## config.mk

```make
export PLATFORM = sky130hd
export DESIGN_NAME = fp_dot_arbiter
export DESIGN_NICKNAME = d
export VERILOG_FILES = /design/src/rtl/gpu_pkg.sv /design/src/rtl/rr_arbiter.sv /design/src/rtl/fp_dot_arbiter.sv
export SDC_FILE = /design/constraint.sdc
export NUM_CORES = 1
export LEC_CHECK = 0
export ABC_AREA = 1
export CELL_PAD_IN_SITES_DETAIL_PLACEMENT = 2
export CELL_PAD_IN_SITES_GLOBAL_PLACEMENT = 2
export CORE_AREA = 2 2 536 538
export CTS_CLUSTER_SIZE = 25
export DETAILED_ROUTE_END_ITERATION = 8
export DIE_AREA = 0 0 538 540
export PLACE_DENSITY = 0.47
export SLEW_MARGIN = 20
export SYNTH_ARGS = -nofsm -noshare
export SYNTH_HDL_FRONTEND = slang
export SYNTH_SLANG_ARGS = --single-unit
export TNS_END_PERCENT = 10
```

## constraint.sdc

```tcl
create_clock -name clk -period 4 [get_ports clk]
set_input_delay 0.8 -clock clk [delete_from_list [all_inputs] [get_ports clk]]
set_output_delay 0.8 -clock clk [all_outputs]
set_load 0.01 [all_outputs]
```

## src/rtl/gpu_pkg.sv

```systemverilog
// Shared GPU datapath types and constants.
// Latency: n/a (declarations only).
// Backpressure: n/a.
package gpu_pkg;

    typedef logic [31:0] fp32_t;
    typedef fp32_t vec4_t [4];

    // Pipeline depth of the shared fp_dot unit; arbiters sized to it must agree.
    localparam int DOT_LATENCY = 8;

endpackage

```

## src/rtl/rr_arbiter.sv

```systemverilog
// Round-robin arbiter: one-hot grant searched upward from ptr, modulo N.
// Latency: grant is combinational from req and ptr; ptr updates on the next edge.
// Backpressure: none; a requester that drops req simply loses its turn.
//
// Ports: clk, reset_n (async, active-low); req[N] pending requests;
//        advance moves ptr past the current winner; grant[N] one-hot;
//        grant_idx binary index of the winner (0 when nothing granted).
module rr_arbiter #(
    parameter int  N   = 4,
    localparam int IDW = (N > 1) ? $clog2(N) : 1
) (
    input  logic           clk,
    input  logic           reset_n,
    input  logic [N-1:0]   req,
    input  logic           advance,
    output logic [N-1:0]   grant,
    output logic [IDW-1:0] grant_idx
);

    logic [IDW-1:0] ptr;
    logic           found;
    int             idx;
    logic [IDW-1:0] sel;

    always_comb begin
        grant     = '0;
        grant_idx = '0;
        found     = 1'b0;
        idx       = 0;
        sel       = '0;
        for (int i = 0; i < N; i++) begin
            idx = int'(ptr) + i;
            if (idx >= N) begin
                idx = idx - N;
            end
            sel = IDW'(idx);
            if (!found && req[sel]) begin
                found      = 1'b1;
                grant[sel] = 1'b1;
                grant_idx  = sel;
            end
        end
        // Grant is combinational, so it has to be squashed explicitly while
        // reset is held or a requester could see a handshake during reset.
        if (!reset_n) begin
            grant     = '0;
            grant_idx = '0;
            found     = 1'b0;
        end
    end

    always_ff @(posedge clk or negedge reset_n) begin
        if (!reset_n) begin
            ptr <= '0;
        end else if (advance && found) begin
            ptr <= (grant_idx == IDW'(N - 1)) ? '0 : grant_idx + IDW'(1);
        end
    end

endmodule

```

## src/rtl/fp_dot_arbiter.sv

```systemverilog
// Shares one pipelined fp_dot unit among NUM_REQ requesters, returning results by tag.
// Latency: issue in cycle T -> resp_valid in cycle T+LATENCY; grant is same-cycle.
// Backpressure: req_ready is the grant; responses have none and must be taken when shown.
//
// Ports: clk, reset_n (async, active-low);
//        req_valid/req_ready/req_a/req_b  requester issue side (req_ready one-hot);
//        resp_valid (one-hot), resp_q     result return, resp_q shared by all;
//        dot_a0..3, dot_b0..3 / dot_q     operands to and result from the external fp_dot;
//        busy                             at least one operation in flight.
module fp_dot_arbiter
    import gpu_pkg::*;
#(
    parameter int  NUM_REQ = 4,
    parameter int  LATENCY = DOT_LATENCY,
    localparam int IDW     = $clog2(NUM_REQ)
) (
    input  logic                          clk,
    input  logic                          reset_n,
    input  logic [NUM_REQ-1:0]            req_valid,
    output logic [NUM_REQ-1:0]            req_ready,
    input  logic [NUM_REQ-1:0][3:0][31:0] req_a,
    input  logic [NUM_REQ-1:0][3:0][31:0] req_b,
    output logic [NUM_REQ-1:0]            resp_valid,
    output logic [31:0]                   resp_q,
    output logic [31:0]                   dot_a0,
    output logic [31:0]                   dot_a1,
    output logic [31:0]                   dot_a2,
    output logic [31:0]                   dot_a3,
    output logic [31:0]                   dot_b0,
    output logic [31:0]                   dot_b1,
    output logic [31:0]                   dot_b2,
    output logic [31:0]                   dot_b3,
    input  logic [31:0]                   dot_q,
    output logic                          busy
);

    logic [NUM_REQ-1:0] grant;
    logic [IDW-1:0]     grant_idx;
    logic               grant_any;

    // Tag shift register mirroring the fp_dot pipeline; index LATENCY-1 retires.
    logic [LATENCY-1:0]          tag_vld;
    logic [LATENCY-1:0][IDW-1:0] tag_id;

    vec4_t op_a;
    vec4_t op_b;

    assign grant_any = |grant;
    assign req_ready = grant;

    rr_arbiter #(
        .N(NUM_REQ)
    ) u_arb (
        .clk       (clk),
        .reset_n   (reset_n),
        .req       (req_valid),
        .advance   (grant_any),
        .grant     (grant),
        .grant_idx (grant_idx)
    );

    // Operands are not registered: the requester holds them until granted,
    // and fp_dot captures them on the grant edge.
    always_comb begin
        for (int j = 0; j < 4; j++) begin
            op_a[j] = '0;
            op_b[j] = '0;
            if (grant_any) begin
                op_a[j] = req_a[grant_idx][j];
                op_b[j] = req_b[grant_idx][j];
            end
        end
    end

    assign dot_a0 = op_a[0];
    assign dot_a1 = op_a[1];
    assign dot_a2 = op_a[2];
    assign dot_a3 = op_a[3];
    assign dot_b0 = op_b[0];
    assign dot_b1 = op_b[1];
    assign dot_b2 = op_b[2];
    assign dot_b3 = op_b[3];

    // No stall path: fp_dot has no enable, so the tags shift every cycle.
    always_ff @(posedge clk or negedge reset_n) begin
        if (!reset_n) begin
            tag_vld <= '0;
            tag_id  <= '0;
        end else begin
            tag_vld <= {tag_vld[LATENCY-2:0], grant_any};
            tag_id  <= {tag_id[LATENCY-2:0], grant_idx};
        end
    end

    always_comb begin
        resp_valid = '0;
        if (tag_vld[LATENCY-1]) begin
            resp_valid[tag_id[LATENCY-1]] = 1'b1;
        end
    end

    assign resp_q = dot_q;
    assign busy   = |tag_vld;

endmodule
```

==> results, run 1 <==
- The filler cell count in the final layout is 34000.
- Setup violations remaining at the end of the flow were counted as 5.
- The register clock-pin slew on the reported worst setup and hold paths is 0.06 ns.
- The CTS tree is built.
- The sort of element at the start of the critical path is an input pin.
- The number of nets in the synthesized netlist is 4036.
- The signal on the critical path passes through buf_4 > inv_2 > nand2_2 > nand3_4 > nand2_4 > nor2_4 > buf_6 > nand3_1 > nand3_2 > nand2_8 > clkinv_8 > buf_4 > buf_12 > buf_6 > nand3_1 > a21oi_1 > clkdlybuf4s50_1.
- The library cell contributing the largest single delay on the critical path is sky130_fd_sc_hd__clkdlybuf4s50_1.
- IR analysis of the VDD net gives a maximum drop of 0.360 mV.
- The commonest register cell after synthesis is sky130_fd_sc_hd__dfrtp_1.
- The chip width is 538 um.
- The highest attainable clock frequency is 245 MHz.
- The first global-routing pass estimated 251 mm of wire.
- The cell-internal power is 12.2 mW.
- The vias after detailed routing is 25100.
- In this run the standard cell core region covers 0.284 sq mm.
- For this design the ratio of total power to cell area is 841 mW/mm^2.
- In the final routed layout, each cell accounts on average for 23.8 um.
- The hold violation total from the final report is 0.
- The most frequent cell after synthesis is sky130_fd_sc_hd__nand2_1.
- The port buffer count is 1294.
- The share of synthesized registers carrying an async set or reset is 100%.
- The classification of the worst setup path is in2out.
- In this run, flip-flops and latches consume 1.4% of the power.
- In this design, the stage delay of the slowest critical-path cell is 0.56 ns.
- The cell sitting at the root of the clock tree is a sky130_fd_sc_hd__clkbuf_16.
- The gate count after technology mapping is 2966.
- The area growth from synthesis to layout is 145%.
- After synthesis, the netlist uses 29 different library cells.
- The completed layout was analyzed and its total power is 29.5 mW.
- The effective utilization at floorplan is 5.03%.
- Once detail routing completed, the nets flagged for antenna violations numbered 0.
- For the pin with the worst max-slew slack, the measured transition is 0.456 ns.
- The clock buffer count from CTS is 3.
- The number of warnings printed during yosys synthesis is 0.
- Sorting the synthesized cells by area gives the leading types as sky130_fd_sc_hd__nand2_1 21%, sky130_fd_sc_hd__inv_1 21%, sky130_fd_sc_hd__nand3_1 19%.
- In the final layout, the multi-input gates occupy 0.00998 sq mm.
- The biggest area contributor in the post-synthesis netlist is sky130_fd_sc_hd__nand2_1.
- The final clock skew is 0.00334 ns.
- The sequential cells in the finished layout cover a total of 652 sq um.
- The run finished, with violations left.
- Of the total power, the share spent switching nets is 58.7%.
- The synthesized design contains 26 register bits.
- In this run the power spent charging and discharging nets is 17.3 mW.
- The post-route worst hold slack is 0.351 ns.
- The worst pin sits at a relative slew slack of 69.6%.
- The largest driver fanout on the critical path is 24.
- The post-detailed-placement half-perimeter wirelength is 171 mm.
- The worst setup path is captured at a primary output.
- Cells fill 12.3% of the core in the end.
- Setup repair after global routing could not meet its margin everywhere.
- The average instance in the mapped netlist occupies 4.83 sq um.
- By count the netlist is led by 804 x sky130_fd_sc_hd__nand2_1, 784 x sky130_fd_sc_hd__inv_1, 530 x sky130_fd_sc_hd__nand3_1, 259 x sky130_fd_sc_hd__a21oi_1, 256 x sky130_fd_sc_hd__o21bai_1.
- The die is 540 um tall.
- Clock tree synthesis found a total of 26 sinks.
- The count of nets after finishing is 5441.
- The max-slew violation count was 0.
- The number of rows in the core area is 196.
- The post-route worst setup slack is -0.0861 ns.
- For this block, the initial DRC count from the detailed router was 949.
- For flop-to-flop paths, the worst setup slack is 1.37 ns.
- Including well taps, the total number of placed cells is 8094.
- Summed over all layers, the global routing overflow is 0.
- The number of enable-type register cells in the synthesized netlist is 0.
- The share of total power dissipated in combinational logic is 97.6%.
- Entering global routing, the biggest net connects 38 pins.
- For this run, design rule violations remaining after detail routing come to 0.
- The clock latency on the worst-skew pair is 0.26 ns.
- Across every metal layer, demand over resource in global routing totals 12.7%.
- The detailed-routing iteration count for the pre-antenna-repair pass is 5.
- In the finished design, the share of the clock period the worst path needs comes to 102%.
- At the worst endpoint, the arrival time is 3.29 ns.
- The top-level port count is 1359.
- The clock period minus worst slack is 4.09 ns.
- The fraction of layout cells with a size suffix above 1 is 14.9%.
- The wire length after detailed routing is 195 mm.
- The synthesized cell area is 0.0143 sq mm.
- The number of antenna violations at the first check in global routing came to 110.
- For the worst setup path, the data required time is 3.20 ns.
- The clock passes through at most 2 buffers.
- The checks that failed: setup timing.
- The placer congestion estimate is 0.887.
- The pre-CTS worst setup slack is -1.02 ns.
- The clock network power share is 1.0%.
- The area enclosed by the die boundary is 0.291 sq mm.
- The analysis attributes to cell leakage a power of 16.8 nW.
- The worst hold-check path type is reg2reg.
- Leaving out filler cells and counting taps, the final layout contains 8172.
- The number of global-route vias before repair is 27200.
- The sequential cell area fraction in the yosys report is 4.54%.
- Summed over its instances, the top area cell type makes up 21.1% of the synthesized netlist area.
- In this run the number of H-tree levels came out at 1.
- Max-cap violations in this run came to 0.
- The post-detailed-route via-to-cell ratio is 3.07.
sequential cells by signal (all words and copies together) (netlist names):
signal     flops
tag_id        16
tag_vld        8
u_arb.ptr      2
routing by layer:
layer / wire (um) / track usage, % / vias to the layer above
met5: 419 / 0 / -
li1: - / - / 11800
met3: 17500 / 4.49 / 174
met1: 79200 / 14.7 / 12000
met2: 93500 / 22.0 / 1075
met4: 4150 / 2.80 / 66
placed cells by master (no fill, tap or decap), drive strengths merged, types with 5 or more instances in the layout:
master / instances
clkdlybuf4s50: 1033
a21oi: 259
nand2: 814
dlymetal6s2s: 24
clkbuf: 81
dlygate4sd2: 100
ha: 8
dfrtp: 26
o21bai: 256
clkdlybuf4s15: 17
inv: 787
buf: 406
nand3: 532
nand4: 5
diode: 40
power by group through the flow:
stage               clock [mW]  combinational (mW)  sequential, mW
floorplan                    0                10.9           0.415
global placement             0                28.6           0.425
detailed placement           0                28.7           0.428
CTS                      0.295                29.5           0.428
global route             0.308                31.2           0.443
finish                   0.286                28.8           0.427
stage by stage:
step / instance area, sq um / TNS (ns)
floorplan: 14300 / 0
global placement: 33800 / -186.25
detailed placement: 33800 / -189.94
CTS: 34900 / -5.86
global route: 35100 / -9.81
finish: 35100 / -0.184
layout make-up:
cell class | instances | area share [%]
diodes | 40 | 0.285
clock buffers | 3 | 0.214
clock inverters | 1 | 0.0855
inverters | 788 | 8.47
multi-input cells | 1893 | 28.4
flip-flops and latches | 26 | 1.86
well taps | 3762 | 13.4
repair buffers | 1659 | 47.3
repair_timing:
item / 4_1_cts / 5_1_grt
setup endpoints to repair: 257 / 246
resized for setup: 426 / 277
setup buffers: 25 / 2
hold buffers: 0 / 0
pin swaps: 20 / 4
cloned: 6 / 1
kinds of logic (layout without fill, tap and decap cells):
| family | Yosys count | count (layout) | synth area share, % |
|---|---|---|---|
| other | 0 | 40 | 0 |
| flip-flops | 26 | 26 | 4.54 |
| adder cells (fa/ha/maj) | 8 | 8 | 0.699 |
| AO/OA/AOI/OAI | 522 | 522 | 22.8 |
| AND/OR/NAND/NOR | 1362 | 1362 | 41.0 |
| XOR/XNOR | 1 | 1 | 0.0612 |
| buffers and inverters | 1047 | 2451 | 30.9 |
worst max-delay path: cells and delay by family:
kind                   cells  cell delay (ns)
AOI/OAI and AO/OA          1             0.13
buffers and inverters      8             1.50
and+or+nand+nor            8             0.83
worst paths after layout:
| path | endpoint | startpoint | cells past startpoint |
|---|---|---|---|
| worst max-delay path | dot_a1[0] | req_valid[2] | 17 |
| worst min-delay path | tag_id[8]$_DFF_PN0_ | tag_id[6]$_DFF_PN0_ | 0 |
| worst max register to register | u_arb.ptr[1]$_DFFE_PN0P_ | u_arb.ptr[0]$_DFFE_PN0P_ | 17 |
| worst min register to register | tag_id[8]$_DFF_PN0_ | tag_id[6]$_DFF_PN0_ | 0 |
| max in group asynchronous | u_arb.ptr[0]$_DFFE_PN0P_ | reset_n | 2 |
| min in group asynchronous | tag_vld[7]$_DFF_PN0_ | reset_n | 2 |
(Power assumes the default switching activity.)
==> run 2, diff against run 1 <==
--- a/config.mk
+++ b/config.mk
@@ -9,6 +9,7 @@
 export CELL_PAD_IN_SITES_DETAIL_PLACEMENT = 2
 export CELL_PAD_IN_SITES_GLOBAL_PLACEMENT = 2
 export CORE_AREA = 2 2 536 538
+export CTS_CLUSTER_DIAMETER = 100
 export CTS_CLUSTER_SIZE = 25
 export DETAILED_ROUTE_END_ITERATION = 8
 export DIE_AREA = 0 0 538 540
==> results of run 2 <==
No change in the layout: final DEF, timing and power equal those of run 1.
